===== src/rtl/fdc_drive_mux.sv =====
// Floppy-controller front end: $FF40 control register, drive/side decode, controller
// clock enable, motor timeout and a CPU-to-controller access stretcher for NUM_DRIVES drives.
module fdc_drive_mux #(
    parameter int          NUM_DRIVES  = 4,
    parameter int          CE_DIV      = 7,
    parameter logic [23:0] MOTOR_TICKS = 24'd2000000
) (
    input  logic                    CLK,
    input  logic                    RESET_N,
    input  logic [1:0]              ADDRESS,
    input  logic [7:0]              DATA_IN,
    input  logic                    CTRL_WR,
    input  logic                    CTRL_RD,
    input  logic                    FDC_RD_REQ,
    input  logic                    FDC_WR_REQ,
    output logic [7:0]              DATA_OUT,
    output logic                    CE,
    output logic [NUM_DRIVES-1:0]   DRV_RD,
    output logic [NUM_DRIVES-1:0]   DRV_WR,
    output logic [1:0]              DRV_ADDR,
    output logic [7:0]              DRV_DIN,
    input  logic [8*NUM_DRIVES-1:0] DRV_DOUT,
    input  logic [NUM_DRIVES-1:0]   DRV_DRQ,
    input  logic [NUM_DRIVES-1:0]   DRV_INTRQ,
    output logic                    SIDE,
    output logic                    MOTOR_ON,
    output logic                    HALT,
    output logic                    NMI,
    output logic                    FIRQ
);

    localparam int            CW      = $clog2(CE_DIV);
    localparam logic [CW-1:0] CE_LAST = CW'(CE_DIV - 1);

    typedef enum logic [1:0] {S_IDLE, S_ACTIVE, S_CLEAR} state_t;

    logic [CW-1:0] ce_cnt;
    logic [7:0]    ctrl;
    logic [1:0]    idx, tgt;
    logic [23:0]   timer;
    state_t        state;
    logic          acc_wr, ce_seen;
    logic          rd_s1, rd_s2, rd_s3, wr_s1, wr_s2, wr_s3;
    logic          rd_rise, wr_rise, accept;
    logic          dec_upd, dec_side;
    logic [1:0]    dec_idx;
    logic          sel_drq, sel_intrq;
    logic [7:0]    sel_dout;

    assign CE = (ce_cnt == CE_LAST);

    always_ff @(posedge CLK or negedge RESET_N) begin
        if (!RESET_N)  ce_cnt <= '0;
        else if (CE)   ce_cnt <= '0;
        else           ce_cnt <= ce_cnt + CW'(1);
    end

    // s3 only remembers the previous s2 for edge detection
    always_ff @(posedge CLK or negedge RESET_N) begin
        if (!RESET_N) begin
            {rd_s1, rd_s2, rd_s3} <= '0;
            {wr_s1, wr_s2, wr_s3} <= '0;
        end else begin
            {rd_s1, rd_s2, rd_s3} <= {FDC_RD_REQ, rd_s1, rd_s2};
            {wr_s1, wr_s2, wr_s3} <= {FDC_WR_REQ, wr_s1, wr_s2};
        end
    end

    assign rd_rise = rd_s2 & ~rd_s3;
    assign wr_rise = wr_s2 & ~wr_s3;
    assign accept  = (state == S_IDLE) & (rd_rise | wr_rise);

    always_ff @(posedge CLK or negedge RESET_N) begin
        if (!RESET_N) begin
            DRV_ADDR <= '0;
            DRV_DIN  <= '0;
        end else if ((rd_s1 & ~rd_s2) | (wr_s1 & ~wr_s2)) begin
            DRV_ADDR <= ADDRESS;
            DRV_DIN  <= DATA_IN;
        end
    end

    always_comb begin
        dec_upd  = 1'b1;
        dec_idx  = 2'd0;
        dec_side = DATA_IN[6];
        case (DATA_IN[2:0])
            3'b001: dec_idx = 2'd0;
            3'b010: dec_idx = 2'd1;
            3'b100: dec_idx = 2'd2;
            3'b000: begin
                dec_idx  = 2'd3;
                dec_side = 1'b0;
                dec_upd  = DATA_IN[6];
            end
            default: dec_upd = 1'b0;
        endcase
    end

    // An index beyond NUM_DRIVES matches no slot and reads as an idle, empty drive
    always_comb begin
        sel_drq   = 1'b0;
        sel_intrq = 1'b0;
        sel_dout  = 8'hFF;
        for (int i = 0; i < NUM_DRIVES; i++) begin
            if (int'(idx) == i) begin
                sel_drq   = DRV_DRQ[i];
                sel_intrq = DRV_INTRQ[i];
                sel_dout  = DRV_DOUT[8*i +: 8];
            end
        end
    end

    always_ff @(posedge CLK or negedge RESET_N) begin
        if (!RESET_N) begin
            ctrl  <= '0;
            idx   <= '0;
            SIDE  <= 1'b0;
            timer <= '0;
        end else begin
            if (CTRL_WR) begin
                ctrl[6:0] <= DATA_IN[6:0];
                if (dec_upd) begin
                    idx  <= dec_idx;
                    SIDE <= dec_side;
                end
            end
            if (sel_intrq)    ctrl[7] <= 1'b0;
            else if (CTRL_WR) ctrl[7] <= DATA_IN[7];
            // Timer 1->0 on a CE is the timeout; MOTOR_TICKS of 0 never starts it
            if (CTRL_WR)
                timer <= DATA_IN[3] ? MOTOR_TICKS : '0;
            else if (accept && ctrl[3])
                timer <= MOTOR_TICKS;
            else if (CE && timer != '0) begin
                timer <= timer - 24'd1;
                if (timer == 24'd1) ctrl[3] <= 1'b0;
            end
        end
    end

    always_ff @(posedge CLK or negedge RESET_N) begin
        if (!RESET_N) begin
            state   <= S_IDLE;
            acc_wr  <= 1'b0;
            tgt     <= '0;
            ce_seen <= 1'b0;
        end else begin
            case (state)
                S_IDLE: if (wr_rise | rd_rise) begin
                    acc_wr  <= wr_rise;
                    tgt     <= idx;
                    ce_seen <= 1'b0;
                    state   <= S_ACTIVE;
                end
                S_ACTIVE: begin
                    if (ce_seen) state   <= S_CLEAR;
                    else if (CE) ce_seen <= 1'b1;
                end
                S_CLEAR: state <= S_IDLE;
                default: state <= S_IDLE;
            endcase
        end
    end

    // Pending write masks the read level so a colliding read never strobes
    for (genvar g = 0; g < NUM_DRIVES; g++) begin : g_drv
        assign DRV_WR[g] = (state == S_ACTIVE) & acc_wr & (int'(tgt) == g);
        assign DRV_RD[g] = ((state == S_IDLE) & rd_s2 & ~wr_s2 & (int'(idx) == g)) |
                           ((state == S_ACTIVE) & ~acc_wr & (int'(tgt) == g));
    end

    assign DATA_OUT = CTRL_RD ? ctrl : sel_dout;
    assign MOTOR_ON = ctrl[3];
    assign HALT     = ctrl[7] & ~sel_drq;
    assign FIRQ     = sel_drq;
    assign NMI      = ctrl[5] & sel_intrq;

endmodule


===== config.mk =====
export PLATFORM = sky130hd
export DESIGN_NAME = fdc_drive_mux
export DESIGN_NICKNAME = d
export VERILOG_FILES = /design/src/rtl/fdc_drive_mux.sv
export SDC_FILE = /design/constraint.sdc
export NUM_CORES = 1
export LEC_CHECK = 0
export BUFFER_PORTS_ARGS = -buffer_cell sky130_fd_sc_hd__buf_2
export CAP_MARGIN = 30
export CORE_MARGIN = 2
export CORE_UTILIZATION = 40
export CTS_CLUSTER_SIZE = 28
export DETAILED_ROUTE_END_ITERATION = 12
export GPL_TIMING_DRIVEN = 1
export MAX_ROUTING_LAYER = met4
export PLACE_DENSITY = 0.66
export SLEW_MARGIN = 20
export SYNTH_ARGS = -nofsm -noshare
export SYNTH_HDL_FRONTEND = slang
export SYNTH_SLANG_ARGS = --single-unit

===== constraint.sdc =====
create_clock -name CLK -period 2.1 [get_ports CLK]
set_input_delay 0.315 -clock CLK [delete_from_list [all_inputs] [get_ports CLK]]
set_output_delay 0.315 -clock CLK [all_outputs]
set_load 0.1 [all_outputs]

# Yosys cells after proc, flatten, opt, wreduce, memory -nomap -nowiden
# Index checks and enable logic that the tools add are counted.
dict set report word_totals {
  regBits 60
  latch_bits 0
  ram_bits 0
  romBits 0
  inputBits 56
  out_inout_bits 32
  wordCells 120
  memories 0
}
dict set report op_classes {
  addsub 2
  mul 0
  n_div 0
  n_lt_le_gt_ge 0
  n_eq_ne 14
  shift 0
  muxes 35
  bitwise 35
  n_reduce_logical 15
}
# cell count
set op_table {}
lappend op_table {{$mux 24} 3}
lappend op_table {{$mux 8} 5}
lappend op_table {{$eq 24x1->1 const B} 1}
lappend op_table {{$reduce_bool 24->1} 1}
lappend op_table {{$sub 24x1->24 const B} 1}
lappend op_table {{$and 1x1->1} 23}
lappend op_table {{$mux 21} 1}
lappend op_table {{$mux 1} 18}
lappend op_table {{$eq 2x2->1 const B} 4}
lappend op_table {{$reduce_and 2->1} 4}
lappend op_table {{$eq 2x1->1 const B} 3}
lappend op_table {{$eq 3x3->1 const B} 2}
lappend op_table {{$logic_not 2->1} 3}
lappend op_table {{$not 1->1} 6}
lappend op_table {{$or 1x1->1} 6}
lappend op_table {{$pmux 2 s3} 1}
lappend op_table {{$mux 2} 2}
lappend op_table {{$mux 4} 1}
lappend op_table {{$ne 2x2->1 const B} 2}
lappend op_table {{$pmux 1 s2} 2}
lappend op_table {{$pmux 2 s2} 1}
lappend op_table {{$reduce_bool 2->1} 2}
lappend op_table {{$add 3x1->3 const B} 1}
lappend op_table {{$eq 3x1->1 const B} 1}
lappend op_table {{other kinds (6)} 7}

# Logic depth before layout (Yosys ltp)
dict set report depth {
  depth_word 7
  ltp_mapped 8
  depth_no_buf 7
}

# Worst setup path before layout
# Ideal clock, no wire load.
dict set report synth_path {
  kind {register to output}
  startpoint {reg state[1]}
  endpoint {out DRV_RD[0]}
  arrival_time_ns 2.953
  t_required_ns 1.785
  path_slack_ns -1.168
  path_stages_with_launch 4
  n_path_buf 0
  path_cell_list {dfrtp_1 nor2b_1 nand2b_1 o32ai_1}
}
dict set report synth_between {
  elab_chain_cells 5
  elab_cells_between_ends 8
  classes_between {eq/ne (1); bitwise (6); reduce/logical (1)}
}
# item line_no
set synth_rtl {}
lappend synth_rtl {{from (decl)} 41} ;# state_t state;
lappend synth_rtl {{from (signal assigned)} 144} ;# state <= S_IDLE;
lappend synth_rtl {{from (signal assigned)} 154} ;# state <= S_ACTIVE;
lappend synth_rtl {{from (signal assigned)} 157} ;# if (ce_seen) state <= S_CLEAR;
lappend synth_rtl {{$logic_not 2->1} 169} ;# assign DRV_RD[g] = ((state == S_IDLE) & rd_s2 & ~wr_s2 & (int'(idx) == g)) |
lappend synth_rtl {{$and 1x1->1 (3 in a row)} 169}
lappend synth_rtl {{$or 1x1->1 *} 169}
lappend synth_rtl {{to (decl)} 18} ;# output logic [NUM_DRIVES-1:0] DRV_RD,
# Mark *: on every way between the ends. The rest lies on a longest branch, timed or not.

# Worst setup path after layout
dict set report layout_path {
  startpoint {reg idx[0]}
  endpoint {out DATA_OUT[1]}
}
dict set report layout_between {
  elab_chain_cells 6
  elab_cells_between_ends 9
  classes_between {eq/ne (3); mux (5); reduce/logical (1)}
}
# item line_no
set layout_rtl {}
lappend layout_rtl {{from (decl)} 39} ;# logic [1:0] idx, tgt;
lappend layout_rtl {{from (signal assigned)} 124} ;# idx <= dec_idx;
lappend layout_rtl {{$logic_not 2->1} 106} ;# if (int'(idx) == i) begin
lappend layout_rtl {{$mux 8 (3 in a row)} 106}
lappend layout_rtl {{$mux 8 *} 106}
lappend layout_rtl {{$mux 8 *} 173} ;# assign DATA_OUT = CTRL_RD ? ctrl : sel_dout;
lappend layout_rtl {{to (decl)} 16} ;# output logic [7:0] DATA_OUT,
# Marks and branches as above.

==> impl_metrics.ini <==
[setup_path]
crit_path_cell_trace = clkbuf_16 > mux4_2 > mux2_2 > buf_6
cp.required_ns = 1.78
crit_type = reg -> out
cp.arrival_ns = 1.88
crit_slowest_cell = mux4_2
cp_max_fo = 5
endpoint_kind = output pin
critPathLaunchType = flop
slowest_delay_ns = 0.49

[synth]
synthMuxAreaShare = 0.1606
synth-xor-area-share = 0.008031
yosys.area_share.simple = 0.1824
synth_top_family_by_area = simple AND/OR/NAND/NOR gates
synth_fa_ha_area_frac = 0.01147
synth_fp_nets = 368
yosysSeqAreaShare = 0.4589
synth_ff_type = dfrtp_1
async_flop_share = 1.000
synth_top_area_frac = 0.4589
yosys.cell_types.count = 51
yosys-top-cells-area = dfrtp_1 (46%), mux2_2 (8.3%), mux4_2 (6.9%)
syn_avg_cell_area_um2 = 10.59
syn_inst = 309
yosys.area.top_type = dfrtp_1
synth_area_mm2 = 0.003272
synth-edff-count = 0
synth_compound_area_frac = 0.1476
synth_seq_cells = 60
synth_warnings = 0

[global_routing]
grt_max_degree = 37
antenna_found_initial = 0
overflow = 0
grt_pass1_wl_mm = 14.28
grt_usage = 0.2111
grt_pass1_vias = 2875

[placement]
io_buffers = 87
gp_congestion = 0.8550
place_area_mm2 = 0.004208
post-place-cells = 512
dp_hpwl_mm = 6.508
pre_cts_ws_ns = 0.0002780

[power_and_ir_drop]
power.density_mw_per_mm2 = 967.2
p_leak_nw = 2.041
ir_drop_v = 0.0005280

[hold_path]
hold_path_class = in -> reg

[timing]
skew_ns = 0.01304
achievable-frequency_mhz = 455.4
rsz0062_at_grt = true
finalSetupViolCount = 9
hold_viol_final = 0
fin_crit_sh = 1.046
max_slew_margin = 0.6063
setup_ws_ns = -0.09610
worstMarginPinSlew_ns = 0.5905
period_minus_slack_ns = 2.196
hold_slack_ns = 0.08968
maxSlewViolCount = 0

[die]
start_util = 0.4191
design.die.area_mm2 = 0.008919
core_mm2 = 0.007807
fp.dieH_um = 94.44
die_w_um = 94.44
row_count = 32
ioPinCount = 88

[cts]
clockBufferDepth = 2
cts_tree = built
numCtsBuffers = 9
cts.sinks = 60
clock_latency_ns = 0.34
cts-htree-levels = 3
root_buffer = clkbuf_8
clk_pin_slew_ns = 0.07

[cells_and_area]
antennaDiodeCount = 0
design_area_mm2 = 0.004836
final_common_cell = buf_2
layout_common_cells = buf_2 (69), dfrtp_1 (56), buf_4 (37)
finalNonFillerCells = 540
nets = 492
synthToLayoutAreaGrowth_pct = 47.80
drive_above_1_share = 0.5000

[detailed_routing]
detailedRoute.firstIterationViolations = 147
drt-vias-per-instance = 5.567
dr_total_vias = 3006
wl_per_cell_um = 17.50
routed_wl_mm = 9.449
drt-pass1-iter-count = 4
ant_nets = 0
remaining_drc_errors = 0

[job]
drv_cap = 0

[outcome]
violations = setup timing
status = finished, violations left
==> power breakdown <==
part	leakage (nW)	switching (W)	internal, W
registers	0.728	0.000170	0.00131
logic	1.19	0.00124	0.000667
clock network	0.120	0.000494	0.000796
==> Yosys cell counts (9+ instances only) <==
library cell	instances
mux2_2	24
nor4_1	9
o31ai_1	10
a21oi_1	14
inv_1	9
nor2_1	13
nand2b_1	10
or4_1	10
clkbuf_1	10
nand2_1	27
mux4_2	10
dfrtp_1	60
o21ai_0	21
==> flip-flops by register name (all words and copies together), names as in the netlist, 2 cells and up <==
register	flops
state	2
ce_cnt	3
idx	2
tgt	2
ctrl	8
DRV_DIN	8
timer	24
DRV_ADDR	2
==> critical path: cells and delay by family (launching register included) <==
kind,cells,cell delay [ns]
DFF,1,0.42
buffers and inverters,2,0.35
muxes,2,0.77
==> what timing repair did <==
item / in CTS / in global routing
resized for setup: 25 / 44
buffers inserted: 3 / 6
endpoints found under the hold margin: 24 / 0
hold buffers: 1 / 0
cloned: 0 / 2
setup endpoints to repair: 21 / 31
pin swaps: 2 / 10
==> cell type report <==
class	instances	area, um^2
Clock buffer	9	123.9
Clock inverter	7	123.9
Fill cell	632	2972
Inverter	9	37.54
Multi-Input combinational cell	223	1878
Sequential cell	60	1506
Tap cell	102	127.6
Timing Repair Buffer	130	1039
==> path summary, 6_finish.rpt <==
| check | from | to | slack (ns) | depth (start not counted) |
|---|---|---|---|---|
| max reg2reg | timer[16] | timer[22] | 0 | 5 |
| min in group asynchronous | RESET_N | timer[12] | 0.51 | 2 |
| max | idx[0] | DATA_OUT[1] | -0.1 | 4 |
| max in group asynchronous | RESET_N | idx[0] | 0.98 | 3 |
| min | FDC_RD_REQ | rd_s1 | 0.09 | 1 |
| min reg2reg | wr_s1 | wr_s2 | 0.38 | 0 |
==> logic make-up after synthesis <==
kind of cell,after synthesis
flip-flops,60
AO/OA/AOI/OAI,74
buffers and inverters,26
multiplexers,37
adder cells (fa/ha/maj),3
XOR/XNOR,3
AND/OR/NAND/NOR,106
==> per-layer routing <==
metal / vias to the layer above / wire length [um] / track usage
li1: 1434 / - / -
met1: 1507 / 4121 / 0.2796
met2: 55 / 4915 / 0.3298
met3: 10 / 316 / 0.04389
met4: 0 / 95 / 0.06159
met5: - / 0 / -
==> per-stage QoR <==
step                power, W    util  setup TNS (ns)
CTS                 0.004587  0.5862         -0.7431
detailed placement  0.003213  0.5389               0
finish              0.004677  0.6194         -0.6352
global placement    0.003174  0.5389               0
global route        0.004882  0.6194          -1.174
floorplan           0.002731       -         -0.5555
Power figures use the tool's default switching activity.
